**config.mk**
```make
export PLATFORM = sky130hd
export DESIGN_NAME = lru_state_array_flat
export DESIGN_NICKNAME = d
export VERILOG_FILES = /design/src/rtl/cache_pkg.sv /design/src/rtl/lru_state_array_if.sv /design/src/rtl/plru_next.sv /design/src/rtl/lru_state_array.sv /design/src/flat_wrapper.sv
export SDC_FILE = /design/constraint.sdc
export NUM_CORES = 1
export LEC_CHECK = 0
export ABC_CLOCK_PERIOD_IN_PS = 4600
export BUFFER_PORTS_ARGS = -buffer_cell sky130_fd_sc_hd__buf_2
export CAP_MARGIN = 20
export CORE_MARGIN = 2
export CORE_UTILIZATION = 61
export CTS_CLUSTER_DIAMETER = 120
export DETAILED_ROUTE_END_ITERATION = 8
export HOLD_SLACK_MARGIN = 0.12
export PLACE_DENSITY = 0.76
export SYNTH_ARGS = -nofsm -noshare
export SYNTH_HDL_FRONTEND = slang
export SYNTH_SLANG_ARGS = --single-unit
```
**constraint.sdc**
```tcl
create_clock -name clk -period 4.6 [get_ports clk]
set_clock_uncertainty 0.05 [all_clocks]
set_input_delay 0 -clock clk [delete_from_list [all_inputs] [get_ports clk]]
set_output_delay 0 -clock clk [all_outputs]
set_load 0.05 [all_outputs]
```
**src/rtl/cache_pkg.sv**
```systemverilog
// Shared cache constants and types for the PLRU state store.
package cache_pkg;
    localparam int WAYS     = 4;
    localparam int LOG_WAYS = 2;
    localparam int LOG_SETS = 6;
    localparam int SETS     = 1 << LOG_SETS;

    typedef logic [WAYS-2:0]     plru_tree_t;
    typedef logic [LOG_WAYS-1:0] way_t;
    typedef logic [LOG_SETS-1:0] set_idx_t;

    typedef enum logic {ST_INIT, ST_RUN} lru_state_e;
endpackage

```
**src/rtl/lru_state_array_if.sv**
```systemverilog
// Lookup-result request and way-selection response bundle for lru_state_array.
interface lru_state_array_if;
    logic               req_valid;
    logic               req_ready;
    cache_pkg::set_idx_t req_index;
    logic               req_hit;
    cache_pkg::way_t    req_way;
    logic               resp_valid;
    cache_pkg::way_t    resp_way;
    cache_pkg::set_idx_t resp_index;

    modport master (
        output req_valid, req_index, req_hit, req_way,
        input  req_ready, resp_valid, resp_way, resp_index
    );

    modport slave (
        input  req_valid, req_index, req_hit, req_way,
        output req_ready, resp_valid, resp_way, resp_index
    );
endinterface

```
**src/rtl/plru_next.sv**
```systemverilog
// Combinational tree-PLRU step: picks the victim from a heap-ordered tree and
// returns the tree with the touched way's path pointing away from it.
module plru_next #(
    parameter int WAYS     = cache_pkg::WAYS,
    parameter int LOG_WAYS = cache_pkg::LOG_WAYS
) (
    input  logic [WAYS-2:0]     tree_i,
    input  logic                hit_i,
    input  logic [LOG_WAYS-1:0] hit_way_i,
    output logic [LOG_WAYS-1:0] victim_o,
    output logic [LOG_WAYS-1:0] touched_o,
    output logic [WAYS-2:0]     tree_o
);
    logic [LOG_WAYS-1:0] v_node;
    logic                v_dir;
    logic [LOG_WAYS-1:0] u_node;
    logic [LOG_WAYS-1:0] u_way;
    logic                u_dir;

    // Walk root to leaf; each node bit names the LRU child and becomes the next way bit.
    always_comb begin
        v_node   = '0;
        v_dir    = 1'b0;
        victim_o = '0;
        for (int l = 0; l < LOG_WAYS; l++) begin
            v_dir    = tree_i[v_node];
            victim_o = LOG_WAYS'({victim_o, v_dir});
            v_node   = LOG_WAYS'({v_node, 1'b0}) + (v_dir ? LOG_WAYS'(2) : LOG_WAYS'(1));
        end
    end

    assign touched_o = hit_i ? hit_way_i : victim_o;

    always_comb begin
        tree_o = tree_i;
        u_node = '0;
        u_dir  = 1'b0;
        u_way  = touched_o;
        for (int l = 0; l < LOG_WAYS; l++) begin
            u_dir          = u_way[LOG_WAYS-1];
            tree_o[u_node] = ~u_dir;
            u_node         = LOG_WAYS'({u_node, 1'b0}) + (u_dir ? LOG_WAYS'(2) : LOG_WAYS'(1));
            u_way          = u_way << 1;
        end
    end
endmodule

```
**src/rtl/lru_state_array.sv**
```systemverilog
// Per-set PLRU tree store: two-stage pipeline, one lookup per cycle, response two edges after accept.
// Ready is low only during the post-reset clearing sweep; responses cannot be stalled.
module lru_state_array
    import cache_pkg::*;
(
    input  logic             clk,
    input  logic             reset,
    lru_state_array_if.slave bus
);
    lru_state_e state_q, state_d;
    set_idx_t   cnt_q, cnt_d;

    plru_tree_t mem [SETS];
    plru_tree_t mem_rd_q;
    logic       col_q;
    plru_tree_t col_dat_q;

    logic       s1_vld_q, s2_vld_q;
    set_idx_t   s1_idx_q, s2_idx_q;
    logic       s1_hit_q, s2_hit_q;
    way_t       s1_way_q, s2_way_q;
    plru_tree_t s1_tree, s2_tree_q;

    logic       resp_valid_q;
    way_t       resp_way_q;
    set_idx_t   resp_index_q;

    way_t       victim, touched;
    plru_tree_t nxt_tree;
    logic       accept;
    logic       wr_en;
    set_idx_t   wr_idx;
    plru_tree_t wr_dat;

    assign bus.req_ready  = (state_q == ST_RUN);
    assign bus.resp_valid = resp_valid_q;
    assign bus.resp_way   = resp_way_q;
    assign bus.resp_index = resp_index_q;
    assign accept         = bus.req_valid && (state_q == ST_RUN);

    always_comb begin
        state_d = state_q;
        cnt_d   = cnt_q;
        case (state_q)
            ST_INIT: begin
                cnt_d = cnt_q + set_idx_t'(1);
                if (cnt_q == set_idx_t'(SETS - 1)) state_d = ST_RUN;
            end
            ST_RUN:  state_d = ST_RUN;
            default: state_d = ST_INIT;
        endcase
    end

    always_ff @(posedge clk) begin
        if (reset) begin
            state_q <= ST_INIT;
            cnt_q   <= '0;
        end else begin
            state_q <= state_d;
            cnt_q   <= cnt_d;
        end
    end

    always_comb begin
        wr_en  = (state_q == ST_INIT) || (s2_vld_q && !reset);
        wr_idx = (state_q == ST_INIT) ? cnt_q : s2_idx_q;
        wr_dat = (state_q == ST_INIT) ? '0 : nxt_tree;
    end

    always_ff @(posedge clk) begin
        if (wr_en) mem[wr_idx] <= wr_dat;
        mem_rd_q <= mem[bus.req_index];
    end

    // The RAM returns old data when read and written on the same edge, so that
    // write is captured beside the read; the S2 result is newer still and wins.
    always_comb begin
        if (s2_vld_q && (s2_idx_q == s1_idx_q)) s1_tree = nxt_tree;
        else if (col_q)                         s1_tree = col_dat_q;
        else                                    s1_tree = mem_rd_q;
    end

    plru_next #(.WAYS(WAYS), .LOG_WAYS(LOG_WAYS)) u_plru_next (
        .tree_i    (s2_tree_q),
        .hit_i     (s2_hit_q),
        .hit_way_i (s2_way_q),
        .victim_o  (victim),
        .touched_o (touched),
        .tree_o    (nxt_tree)
    );

    always_ff @(posedge clk) begin
        if (reset) begin
            s1_vld_q     <= 1'b0;
            s2_vld_q     <= 1'b0;
            resp_valid_q <= 1'b0;
            resp_way_q   <= '0;
            resp_index_q <= '0;
        end else begin
            s1_vld_q     <= accept;
            s2_vld_q     <= s1_vld_q;
            resp_valid_q <= s2_vld_q;
            if (s2_vld_q) begin
                resp_way_q   <= touched;
                resp_index_q <= s2_idx_q;
            end
        end
    end

    always_ff @(posedge clk) begin
        col_q     <= wr_en && (wr_idx == bus.req_index);
        col_dat_q <= wr_dat;
        if (accept) begin
            s1_idx_q <= bus.req_index;
            s1_hit_q <= bus.req_hit;
            s1_way_q <= bus.req_way;
        end
        if (s1_vld_q) begin
            s2_idx_q  <= s1_idx_q;
            s2_hit_q  <= s1_hit_q;
            s2_way_q  <= s1_way_q;
            s2_tree_q <= s1_tree;
        end
    end

    logic unused_victim;
    assign unused_victim = ^victim;
endmodule
```
**src/flat_wrapper.sv**
```systemverilog
// flat-port wrapper written by rule: the top's interface ports become plain ports
module lru_state_array_flat import cache_pkg::*;
  (clk, reset, bus_req_valid, bus_req_index, bus_req_hit, bus_req_way, bus_req_ready, bus_resp_valid, bus_resp_way, bus_resp_index);
  lru_state_array_if bus_i ();
  input  logic clk;
  input  logic reset;
  input wire logic [$bits(bus_i.req_valid)-1:0] bus_req_valid;
  input wire logic [$bits(bus_i.req_index)-1:0] bus_req_index;
  input wire logic [$bits(bus_i.req_hit)-1:0] bus_req_hit;
  input wire logic [$bits(bus_i.req_way)-1:0] bus_req_way;
  output wire logic [$bits(bus_i.req_ready)-1:0] bus_req_ready;
  output wire logic [$bits(bus_i.resp_valid)-1:0] bus_resp_valid;
  output wire logic [$bits(bus_i.resp_way)-1:0] bus_resp_way;
  output wire logic [$bits(bus_i.resp_index)-1:0] bus_resp_index;
  assign bus_i.req_valid = bus_req_valid;
  assign bus_i.req_index = bus_req_index;
  assign bus_i.req_hit = bus_req_hit;
  assign bus_i.req_way = bus_req_way;
  assign bus_req_ready = bus_i.req_ready;
  assign bus_resp_valid = bus_i.resp_valid;
  assign bus_resp_way = bus_i.resp_way;
  assign bus_resp_index = bus_i.resp_index;
  lru_state_array u_core (.clk(clk), .reset(reset), .bus(bus_i));
endmodule
```
Word level (Yosys, flattened, before mapping)

Memory sizes are Yosys's and may differ from the RTL's. A register that Yosys moved wholly into a read port is not among the register bits.
Index checks and enable logic that the tools add are counted.

Bits in registers: 43
RAM bits: 192
Output and inout port bits: 10
Word-level logic and storage cells: 50
Memories kept: 1

$add $sub $neg: 1
Magnitude comparators: 3
Equality and inequality tests: 3
Mux-type cells: 16
Bitwise operators: 3
Reduce and logical (&&, ||, !) cells: 7

Memories:

| name       | words | bits a word | read ports | clocked after memory_dff | write ports | RTL line              | RTL |
|---|---|---|---|---|---|---|---|
| u_core.mem | 64    | 3           | 1          | 1                        | 1           | lru_state_array.sv:13 | `plru_tree_t mem [SETS];` |

Operators with widths:

| cell                                                                                 | count |
|---|---|
| 6-bit == test                                                                        | 2 |
| 3-bit 2-to-1 mux                                                                     | 3 |
| 6-bit by 1-bit adder with 6-bit output (second input constant)                       | 1 |
| 6-bit == test (second input constant)                                                | 1 |
| 2-bit by 3-bit less-than comparator with 1-bit output (second input constant)        | 2 |
| 2-bit 2-to-1 mux                                                                     | 3 |
| 6-bit 2-to-1 mux                                                                     | 1 |
| 1-bit logical AND                                                                    | 5 |
| 1-bit 2-to-1 mux                                                                     | 5 |
| 3-bit bitwise mux                                                                    | 1 |
| 1-bit inverter                                                                       | 3 |
| 1-bit binary-select mux with 2-bit select                                            | 1 |
| 1-bit demux with 2-bit select                                                        | 1 |
| 2-bit by 1-bit greater-or-equal comparator with 1-bit output (second input constant) | 1 |
| 1-bit one-hot mux with 2 select lines                                                | 1 |
| 1-bit logical NOT                                                                    | 1 |
| 1-bit logical OR                                                                     | 1 |

Longest topological paths before layout

Gate-level depths: netlist of run 1.

Word-level depth: 11
Mapped depth: 8
Mapped depth without buffers: 5

Hierarchy

From an unflattened synthesis of run 1, not the netlist that was laid out.

Cells, all modules: 571
Area total of the unflattened synthesis: 9664.3 um^2

Modules (own cells, without submodules):

| module          | times used | cells an instance | area an instance (um^2) | seq. area each (um^2) |
|---|---|---|---|---|
| lru_state_array | 1          | 558               | 9566.7                  | 6896.6 |
| plru_next       | 1          | 13                | 97.6                    | 0.0 |

Least setup slack after synthesis of run 1

No wires, ideal clock.

Kind: register to register
Start: register u_core.state_q (netlist: u_core.bus.req_ready)
End: memory u_core.mem[0][1] in the netlist's numbering, data pin
Library setup time: 503 ps
Arrival time: 2568 ps
Required time: 4047 ps
Slack: 1478 ps
Stages on the path, launching flop included: 4
Clock period less this slack: 3122 ps
Cells stage by stage: dfxtp_1 -> clkbuf_1 -> inv_1 -> nor2_1

Cells in the longest elaborated chain, start to end: 1

RTL lines:

| item                     | RTL line              | RTL |
|---|---|---|
| start: declaration       | lru_state_array.sv:10 | `lru_state_e state_q, state_d;` |
| start signal: assignment | lru_state_array.sv:59 | `state_q <= state_d;` |
| 3-bit 2-to-1 mux         | lru_state_array.sv:67 | `wr_dat = (state_q == ST_INIT) ? '0 : nxt_tree;` |
| via u_core.wr_dat[1]     | lru_state_array.sv:33 | `plru_tree_t wr_dat;` |
| end: declaration         | lru_state_array.sv:13 |  |

The timed path passes the listed nets, and every way through them passes these cells.

Final worst setup path of run 1

Start: register u_core.state_q (netlist: u_core.bus.req_ready)
End: memory u_core.mem[7][1] in the netlist's numbering, enable pin

Cells in the longest elaborated chain, start to end: 4
Elaborated cells between the ends (all ways): 5

RTL lines:

| item                                   | RTL line              | RTL |
|---|---|---|
| 1-bit inverter                         | n/a                   |  |
| 1-bit logical OR                       | lru_state_array.sv:65 | `wr_en = (state_q == ST_INIT) \|\| (s2_vld_q && !reset);` |
| 1-bit 2-to-1 mux                       | lru_state_array.sv:71 | `if (wr_en) mem[wr_idx] <= wr_dat;` |
| 1-bit 2-to-1 mux (not written as such) | lru_state_array.sv:71 |  |

Parallel ways exist; a longest one is shown, timed or not.

==> results of run 1 <==
[worst register-to-register path, delay by kind of cell, from the launching register on]
kind | cells | cell delay [ns]
DFF | 1 | 0.85
muxes | 1 | 0.83
and+or+nand+nor | 2 | 0.88
[logic make-up (layout without fill, tap and decap cells)]
group,Yosys count,after routing,share of synthesized area [%]
adders and majority gates,1,1,0.130
and+or+nand+nor,156,156,7.26
xor gates and xnor gates,17,17,1.55
DFF,238,238,71.6
muxes,70,70,13.9
AOI/OAI and AO/OA,51,51,3.68
buffers and inverters,31,82,1.88
[power groups by stage]
| stage | combinational [W] | sequential (W) | clock (W) |
|---|---|---|---|
| floorplan | 0.000133 | 0.00239 | 0 |
| global placement | 0.000173 | 0.00239 | 0 |
| detailed placement | 0.000178 | 0.00239 | 0 |
| CTS | 0.000183 | 0.00235 | 0.00190 |
| global route | 0.000198 | 0.00235 | 0.00199 |
| finish | 0.000184 | 0.00235 | 0.00188 |
[cell usage in the layout, fill, tap and decap left out, drive strengths merged, types with 4 or more instances in the layout]
| cell type | n |
|---|---|
| mux2i | 21 |
| mux4 | 46 |
| nor2 | 85 |
| edfxtp | 213 |
| xnor2 | 6 |
| xor2 | 11 |
| dlygate4sd3 | 9 |
| buf | 27 |
| o22ai | 8 |
| dfxtp | 25 |
| a21oi | 8 |
| clkinv | 7 |
| a211oi | 7 |
| nor3 | 5 |
| nand2 | 19 |
| o221ai | 4 |
| o21ai | 6 |
| nand2b | 4 |
| nor2b | 15 |
| clkbuf | 35 |
| nand3 | 13 |
[sequential cells by signal (all words and copies together), names as in the netlist, 2 cells and up]
| signal | count |
|---|---|
| u_core.s1_idx_q | 6 |
| u_core.mem_rd_q | 3 |
| u_core.s2_tree_q | 3 |
| u_core.cnt_q | 6 |
| u_core.bus.resp_way | 2 |
| u_core.col_dat_q | 3 |
| u_core.s1_way_q | 2 |
| u_core.bus.resp_index | 6 |
| u_core.mem | 192 |
| u_core.s2_idx_q | 6 |
| u_core.s2_way_q | 2 |
[final cells by class]
type                       count  area [um^2]  share of cell area [%]
sequential                   238         6900                    64.1
timing repair buffer          36          253                    2.35
clock inverter                 8         58.8                   0.546
clock buffer                  35          716                    6.65
inverter                       3         11.3                   0.105
tap                          211          264                    2.45
multi-input combinational    295         2570                    23.8
[metal layers]
layer	global-route usage, %	vias to the layer above	share of wire, %
li1	-	2299	-
met1	34.4	2644	40
met2	41.1	255	49
met3	4.17	67	7.5
met4	9.36	0	3.7
met5	0	-	0
[path summary, 6_finish.rpt]
check | endpoint | cells past startpoint | startpoint
worst max-delay path | u_core.mem[7][1]$_DFFE_PP_ | 3 | u_core.bus.req_ready$_SDFF_PP0_
worst min-delay path | u_core.s1_idx_q[0]$_DFFE_PP_ | 1 | bus_req_index[0]
worst max register to register | u_core.mem[7][1]$_DFFE_PP_ | 3 | u_core.bus.req_ready$_SDFF_PP0_
worst min register to register | u_core.s2_way_q[0]$_DFFE_PP_ | 0 | u_core.s1_way_q[0]$_DFFE_PP_
[metrics by stage]
step                      cell area [um^2]  util, %  cells  total power, W  hold WS (ns)
final                                10800     70.3    826         0.00442         0.150
after detailed placement              9900     64.7    774         0.00257         0.131
after floorplan                       9630        -    564         0.00252        0.0489
after CTS                            10800     70.3    826         0.00443         0.141
after global placement                9880     64.5    773         0.00256         0.133
after global routing                 10800     70.3    826         0.00453         0.170
==> flow_summary_export.csv, run 1 <==
group,metric,value,unit
yosys,synth.area.top_cells,"edfxtp_1 66%, mux4_2 7.3%, dfxtp_1 5.2%",
die,initial_core_util,62.9,%
die,dieArea,16800,um^2
run_status,outcome,"finished clean",
final_layout,nets,611,
final_layout,nFillCells,921,
yosys,synth_edf_count,213,
yosys,synth.most_common_cell,"edfxtp_1",
flow_run,cap_violations,0,
yosys,ys_warn_count,0,
final_layout,area_growth,11.8,%
routing,vias_per_cell,6.37,
yosys,synth_area_per_cell,17.1,um^2
min_path,worstHoldPathType,"primary input to flip-flop",
power_and_ir_drop,irDropWorstVdd,0.290,mV
setup_path,worstPathRequired,4.73,ns
power_and_ir_drop,combinationalPowerShare,4.2,%
power_and_ir_drop,swShare,19.7,%
yosys,synthesis.nets,577,
grt,grtUsageTotal,25.0,%
setup_path,slowest_stage,"dfxtp_1",
yosys,synth_top_cell_by_area,"edfxtp_1",
die,core_area,15300,um^2
setup_path,path_cells,"mux2i_1, nand3_1, nor2_1",
grt,grt_overflow,0,
routing,drt-pass1-iter-count,5,
routing,drc,0,
grt,antenna_found_initial,0,
setup_path,arrival,3.07,ns
clocking,cts_tree,"done",
routing,routed_wl,20100,um
yosys,syn_inst,564,
clocking,h-tree-depth,1,
sta,rsz0062_at_grt,"false",
sta,final.min_clock_period,2.94,ns
power_and_ir_drop,leakage,3.64,nW
placement,dp_hpwl,12200,um
setup_path,crit_path_max_fanout,24,
setup_path,critical_path_class,"flip-flop to flip-flop",
die,dieWidth,130,um
clocking,clock_path_buffers,3,
setup_path,critPathMaxStageDelay,0.85,ns
clocking,hold_buffers,9,
yosys,ys_seq_elements,238,
clocking,postCtsSetupRepairBufs,0,
yosys,synth_flop_cell,"edfxtp_1",
power_and_ir_drop,power.density,410,nW/um^2
die,pin_count,22,
sta,fin_crit_sh,63.9,%
setup_path,worst-path-buf-inv,0,
sta,fin_ws,1.66,ns
setup_path,start_kind,"flip-flop",
placement,gp_congestion,0.857,
clocking,cts_resized,0,
sta,max_freq,0.340,GHz
clocking,cts_sinks,238,
yosys,seq_area_frac_synth,71.6,%
power_and_ir_drop,p_seq_share,53.2,%
setup_path,end_kind,"flip-flop",
setup_path,path_delay_family,"simple AND/OR/NAND/NOR gates",
sta,relSlewSlack,29.9,%
clocking,clk_latency,0.51,ns
die,die_y,130,um
sta,setup_tns,0,ns
power_and_ir_drop,clkPwrFrac,42.7,%
sta,hold_violations,0,
clocking,path_clk_slew,0.06,ns
die,rows,45,
routing,drt.antenna.violating_nets,0,
grt,grt_max_degree,49,
routing,post_drt_wl_per_cell,24.3,um
sta,setup_violations,0,
clocking,numCtsBuffers,24,
routing,drt_iter0_drc,687,
routing,vias,5265,
clocking,cts-root-buf,"clkbuf_16",
grt,grt_pass1_wl,30800,um
power_and_ir_drop,p_sw,0.000871,W
final_layout,layout-drive-gt1-share,16.1,%
yosys,ys_top_cells_by_count,"213 x edfxtp_1, 85 x nor2_1, 31 x mux4_2, 25 x dfxtp_1, 21 x mux2i_1",
grt,grt_pass1_vias,5363,
power_and_ir_drop,p_int,0.00354,W
yosys,synth_top_area_share,66.4,%
setup_path,rrSetupSlack,1.66,ns
sta,slew_viol_final,0,
placement,port_buffers,21,
placement,dpl_worst_slack,1.70,ns
sta,tightest_slew,1.05,ns
yosys,syn_area,9630,um^2
yosys,synth-async-reset-ratio,0,%
yosys,synth.distinct_cells,47,
final_layout,n_antenna_cell,0,
(Power assumes the default switching activity.)
==> run 2, diff against run 1 <==
--- a/config.mk
+++ b/config.mk
@@ -5,7 +5,8 @@
 export SDC_FILE = /design/constraint.sdc
 export NUM_CORES = 1
 export LEC_CHECK = 0
-export ABC_CLOCK_PERIOD_IN_PS = 4600
+export ABC_AREA = 1
+export ABC_CLOCK_PERIOD_IN_PS = 2800
 export BUFFER_PORTS_ARGS = -buffer_cell sky130_fd_sc_hd__buf_2
 export CAP_MARGIN = 20
 export CORE_MARGIN = 2
==> constraint.sdc (replaced) <==
create_clock -name clk -period 2.8 [get_ports clk]
set_clock_uncertainty 0.05 [all_clocks]
set_input_delay 0 -clock clk [delete_from_list [all_inputs] [get_ports clk]]
set_output_delay 0 -clock clk [all_outputs]
set_load 0.05 [all_outputs]
==> run 2 against run 1 <==
Effect of this change: critical path depth up 9; global-route usage up 0.37 points; sequential share of layout area down 2.9 points; worst hold slack better by 0.0043 ns; total power up 66%; synthesized area up 4.9%; via count up 28%; final area up 4.8%; critical path type is now primary input to flip-flop; highest routed layer unchanged.
==> flow_summary_export.csv, run 2 <==
group,metric,value,unit
yosys,synth_top_family_by_area,"simple AND/OR/NAND/NOR gates",
yosys,synth.area.top_cells,"edfxtp_1 63%, nand2_1 9.8%, nand3_1 8.1%",
setup_path,worstPathRequired,3.16,ns
routing,post_drt_wl_per_cell,18.5,um
flow_run,cap_violations,0,
yosys,synth.distinct_cells,38,
final_layout,mostFrequentLayoutCells,"264 x nand2_1, 213 x edfxtp_1, 164 x nand3_1",
final_layout,layout_commonest_cell,"nand2_1",
clocking,clock_path_buffers,3,
sta,final.min_clock_period,2.56,ns
sta,setup_violations,0,
yosys,ys_top_cells_by_count,"264 x nand2_1, 213 x edfxtp_1, 164 x nand3_1, 93 x nor2_1, 25 x dfxtp_1",
min_path,worstHoldPathType,"primary input to flip-flop",
final_layout,layout-drive-gt1-share,12.4,%
placement,dp_hpwl,13000,um
yosys,synth_edf_count,213,
yosys,synthesis.nets,929,
setup_path,arrival,2.92,ns
grt,grt_max_degree,99,
power_and_ir_drop,clkPwrFrac,42.1,%
yosys,synth_flop_cell,"edfxtp_1",
setup_path,r2r_end,"u_core.mem_rd_q[1]$_DFF_P_",
power_and_ir_drop,p_int,0.00578,W
sta,slew_viol_final,0,
run_status,outcome,"finished clean",
power_and_ir_drop,leakage,4.19,nW
sta,relSlewSlack,32.7,%
setup_path,start_kind,"primary input",
final_layout,area_growth,11.7,%
setup_path,critical_path_class,"primary input to flip-flop",
sta,tightest_slew,1.01,ns
setup_path,crit_path_max_fanout,49,
sta,fin_crit_sh,91.4,%
sta,max_freq,0.391,GHz
die,die_y,133,um
clocking,postCtsSetupRepairBufs,0,
die,dieWidth,133,um
yosys,seq_area_frac_synth,68.3,%
routing,vias,6753,
final_layout,nets,960,
yosys,synth_top_area_share,63.3,%
routing,drt_iter0_drc,586,
routing,drt-pass1-iter-count,5,
routing,drt.antenna.violating_nets,0,
clocking,h-tree-depth,1,
final_layout,n_antenna_cell,0,
clocking,numCtsBuffers,24,
yosys,synth_area_per_cell,11.0,um^2
power_and_ir_drop,irDropWorstVdd,0.514,mV
setup_path,r2r_cells,10,
die,initial_core_util,61.6,%
power_and_ir_drop,p_seq_share,52.4,%
yosys,synthMuxAreaShare,0.434,%
yosys,synth-async-reset-ratio,0,%
min_path,whs_path_depth,2,
die,core_area,16400,um^2
grt,grt_pass1_vias,6705,
yosys,synthSimpleGateAreaFrac,24.4,%
min_path,hold_start,"bus_req_hit",
power_and_ir_drop,swShare,21.4,%
die,pin_count,22,
min_path,hold_end,"u_core.s1_hit_q$_DFFE_PP_",
final_layout,largest_reg_flops,192,
yosys,synth_top_cell_by_area,"edfxtp_1",
power_and_ir_drop,finalPower,0.00735,W
yosys,ys_seq_elements,238,
die,dieArea,17600,um^2
clocking,cts-root-buf,"clkbuf_16",
placement,dpl_worst_slack,0.588,ns
yosys,syn_inst,916,
setup_path,rrSetupSlack,0.49,ns
yosys,syn_area,10100,um^2
sta,rsz0062_at_grt,"false",
die,rows,47,
power_and_ir_drop,power.density,651,nW/um^2
yosys,synth-adder-area-share,0.124,%
clocking,cts_sinks,238,
power_and_ir_drop,combinationalPowerShare,5.5,%
placement,port_buffers,21,
final_layout,largest_register,"u_core.mem",
grt,grtUsageTotal,25.4,%
routing,routed_wl,22000,um
clocking,path_clk_slew,0.06,ns
sta,hold_violations,0,
routing,vias_per_cell,5.70,
sta,fin_ws,0.241,ns
setup_path,timing.rr.start,"u_core.mem[23][1]$_DFFE_PP_",
yosys,synth_xor_area_share,0.434,%
yosys,ys_warn_count,0,
yosys,synth-compound-area-share,2.40,%
placement,gp_congestion,0.842,
power_and_ir_drop,p_sw,0.00157,W
yosys,synth.most_common_cell,"nand2_1",
grt,grt_pass1_wl,34500,um
clocking,clk_latency,0.52,ns
routing,drc,0,
grt,grt_overflow,0,
setup_path,end_kind,"flip-flop",
clocking,cts_tree,"done",
grt,antenna_found_initial,0,
## run 2: cell count changes after synthesis, sizes merged, moves of 15 or more
cell   before  now
mux4       46    0
inv         3   35
nand2      19  277
nand3      13  171
o21ai       6   21
nor2b      15    0
mux2i      21    1
## run 2: routing by layer
metal	vias up	routed length [um]	GRT usage, %
met5	-	0	0
li1	3219	-	-
met2	269	10700	42.7
met1	3207	9070	33.8
met3	58	1490	4.25
met4	0	691	9.38
## run 2: worst max-delay path by stage
| stage | slack [ns] | start | to | depth (start not counted) |
|---|---|---|---|---|
| after global placement | 0.67 | u_core.bus.req_ready$_SDFF_PP0_ | u_core.mem[5][0]$_DFFE_PP_ | 7 |
| after detailed placement | 0.59 | u_core.bus.req_ready$_SDFF_PP0_ | u_core.mem[5][1]$_DFFE_PP_ | 7 |
| after floorplan | -0.29 | u_core.bus.req_ready$_SDFF_PP0_ | u_core.mem[0][0]$_DFFE_PP_ | 3 |
| after CTS | 0.16 | bus_req_index[1] | u_core.mem_rd_q[1]$_DFF_P_ | 13 |
| after global routing | 0.04 | bus_req_index[1] | u_core.mem_rd_q[1]$_DFF_P_ | 12 |
| final | 0.24 | bus_req_index[1] | u_core.mem_rd_q[1]$_DFF_P_ | 12 |
## run 2: worst max-delay path, cell delays in order
cell and delay (ns):
dlygate4sd3_1 0.52, buf_2 0.13, buf_4 0.50, nand3_1 0.15, nand3_1 0.14, nand2_1 0.07, nand2_1 0.07, nand3_1 0.08
dlygate4sd3_1 0.57, nand3_1 0.08, dlygate4sd3_1 0.55, nand2_1 0.05
## run 2: power by group through the flow
stage | registers [W] | logic, W | clock network, W
4_1_cts | 0.00385 | 0.000403 | 0.00311
5_1_grt | 0.00385 | 0.000447 | 0.00325
2_1_floorplan | 0.00392 | 0.000286 | 0
6_report | 0.00385 | 0.000406 | 0.00309
3_3_place_gp | 0.00393 | 0.000380 | 0
3_5_place_dp | 0.00393 | 0.000385 | 0
## run 2: kinds of logic (layout without fill, tap and decap cells)
group	after synthesis	count (layout)
and+or+nand+nor	554	554
DFF	238	238
buffers and inverters	77	126
AOI/OAI and AO/OA	37	37
xor gates and xnor gates	5	5
muxes	4	4
adders and majority gates	1	1
## run 2: repair_timing
item / 4_1_cts / 5_1_grt
endpoints found under the setup margin: 0 / 1
endpoints found under the hold margin: 39 / 0
hold buffers: 13 / 0
resized for setup: 0 / 2
## run 2: per-stage QoR
step	setup TNS (ns)	cells	hold slack (ns)	area, um^2	utilization [%]
final	0	1185	0.154	11300	68.8
after global routing	0	1185	0.151	11300	68.8
after CTS	0	1185	0.152	11300	68.8
after detailed placement	0	1128	0.133	10400	63.3
after global placement	0	1128	0.133	10400	63.3
after floorplan	-54.97	916	0.0489	10100	-
## run 2: layout make-up
| class | instances | area (um^2) |
|---|---|---|
| Sequential cell | 238 | 6900 |
| Fill cell | 1149 | 5120 |
| Multi-Input combinational cell | 601 | 2830 |
| Clock buffer | 30 | 643 |
| Timing Repair Buffer | 47 | 370 |
| Tap cell | 220 | 275 |
| Inverter | 35 | 144 |
| Clock inverter | 14 | 130 |
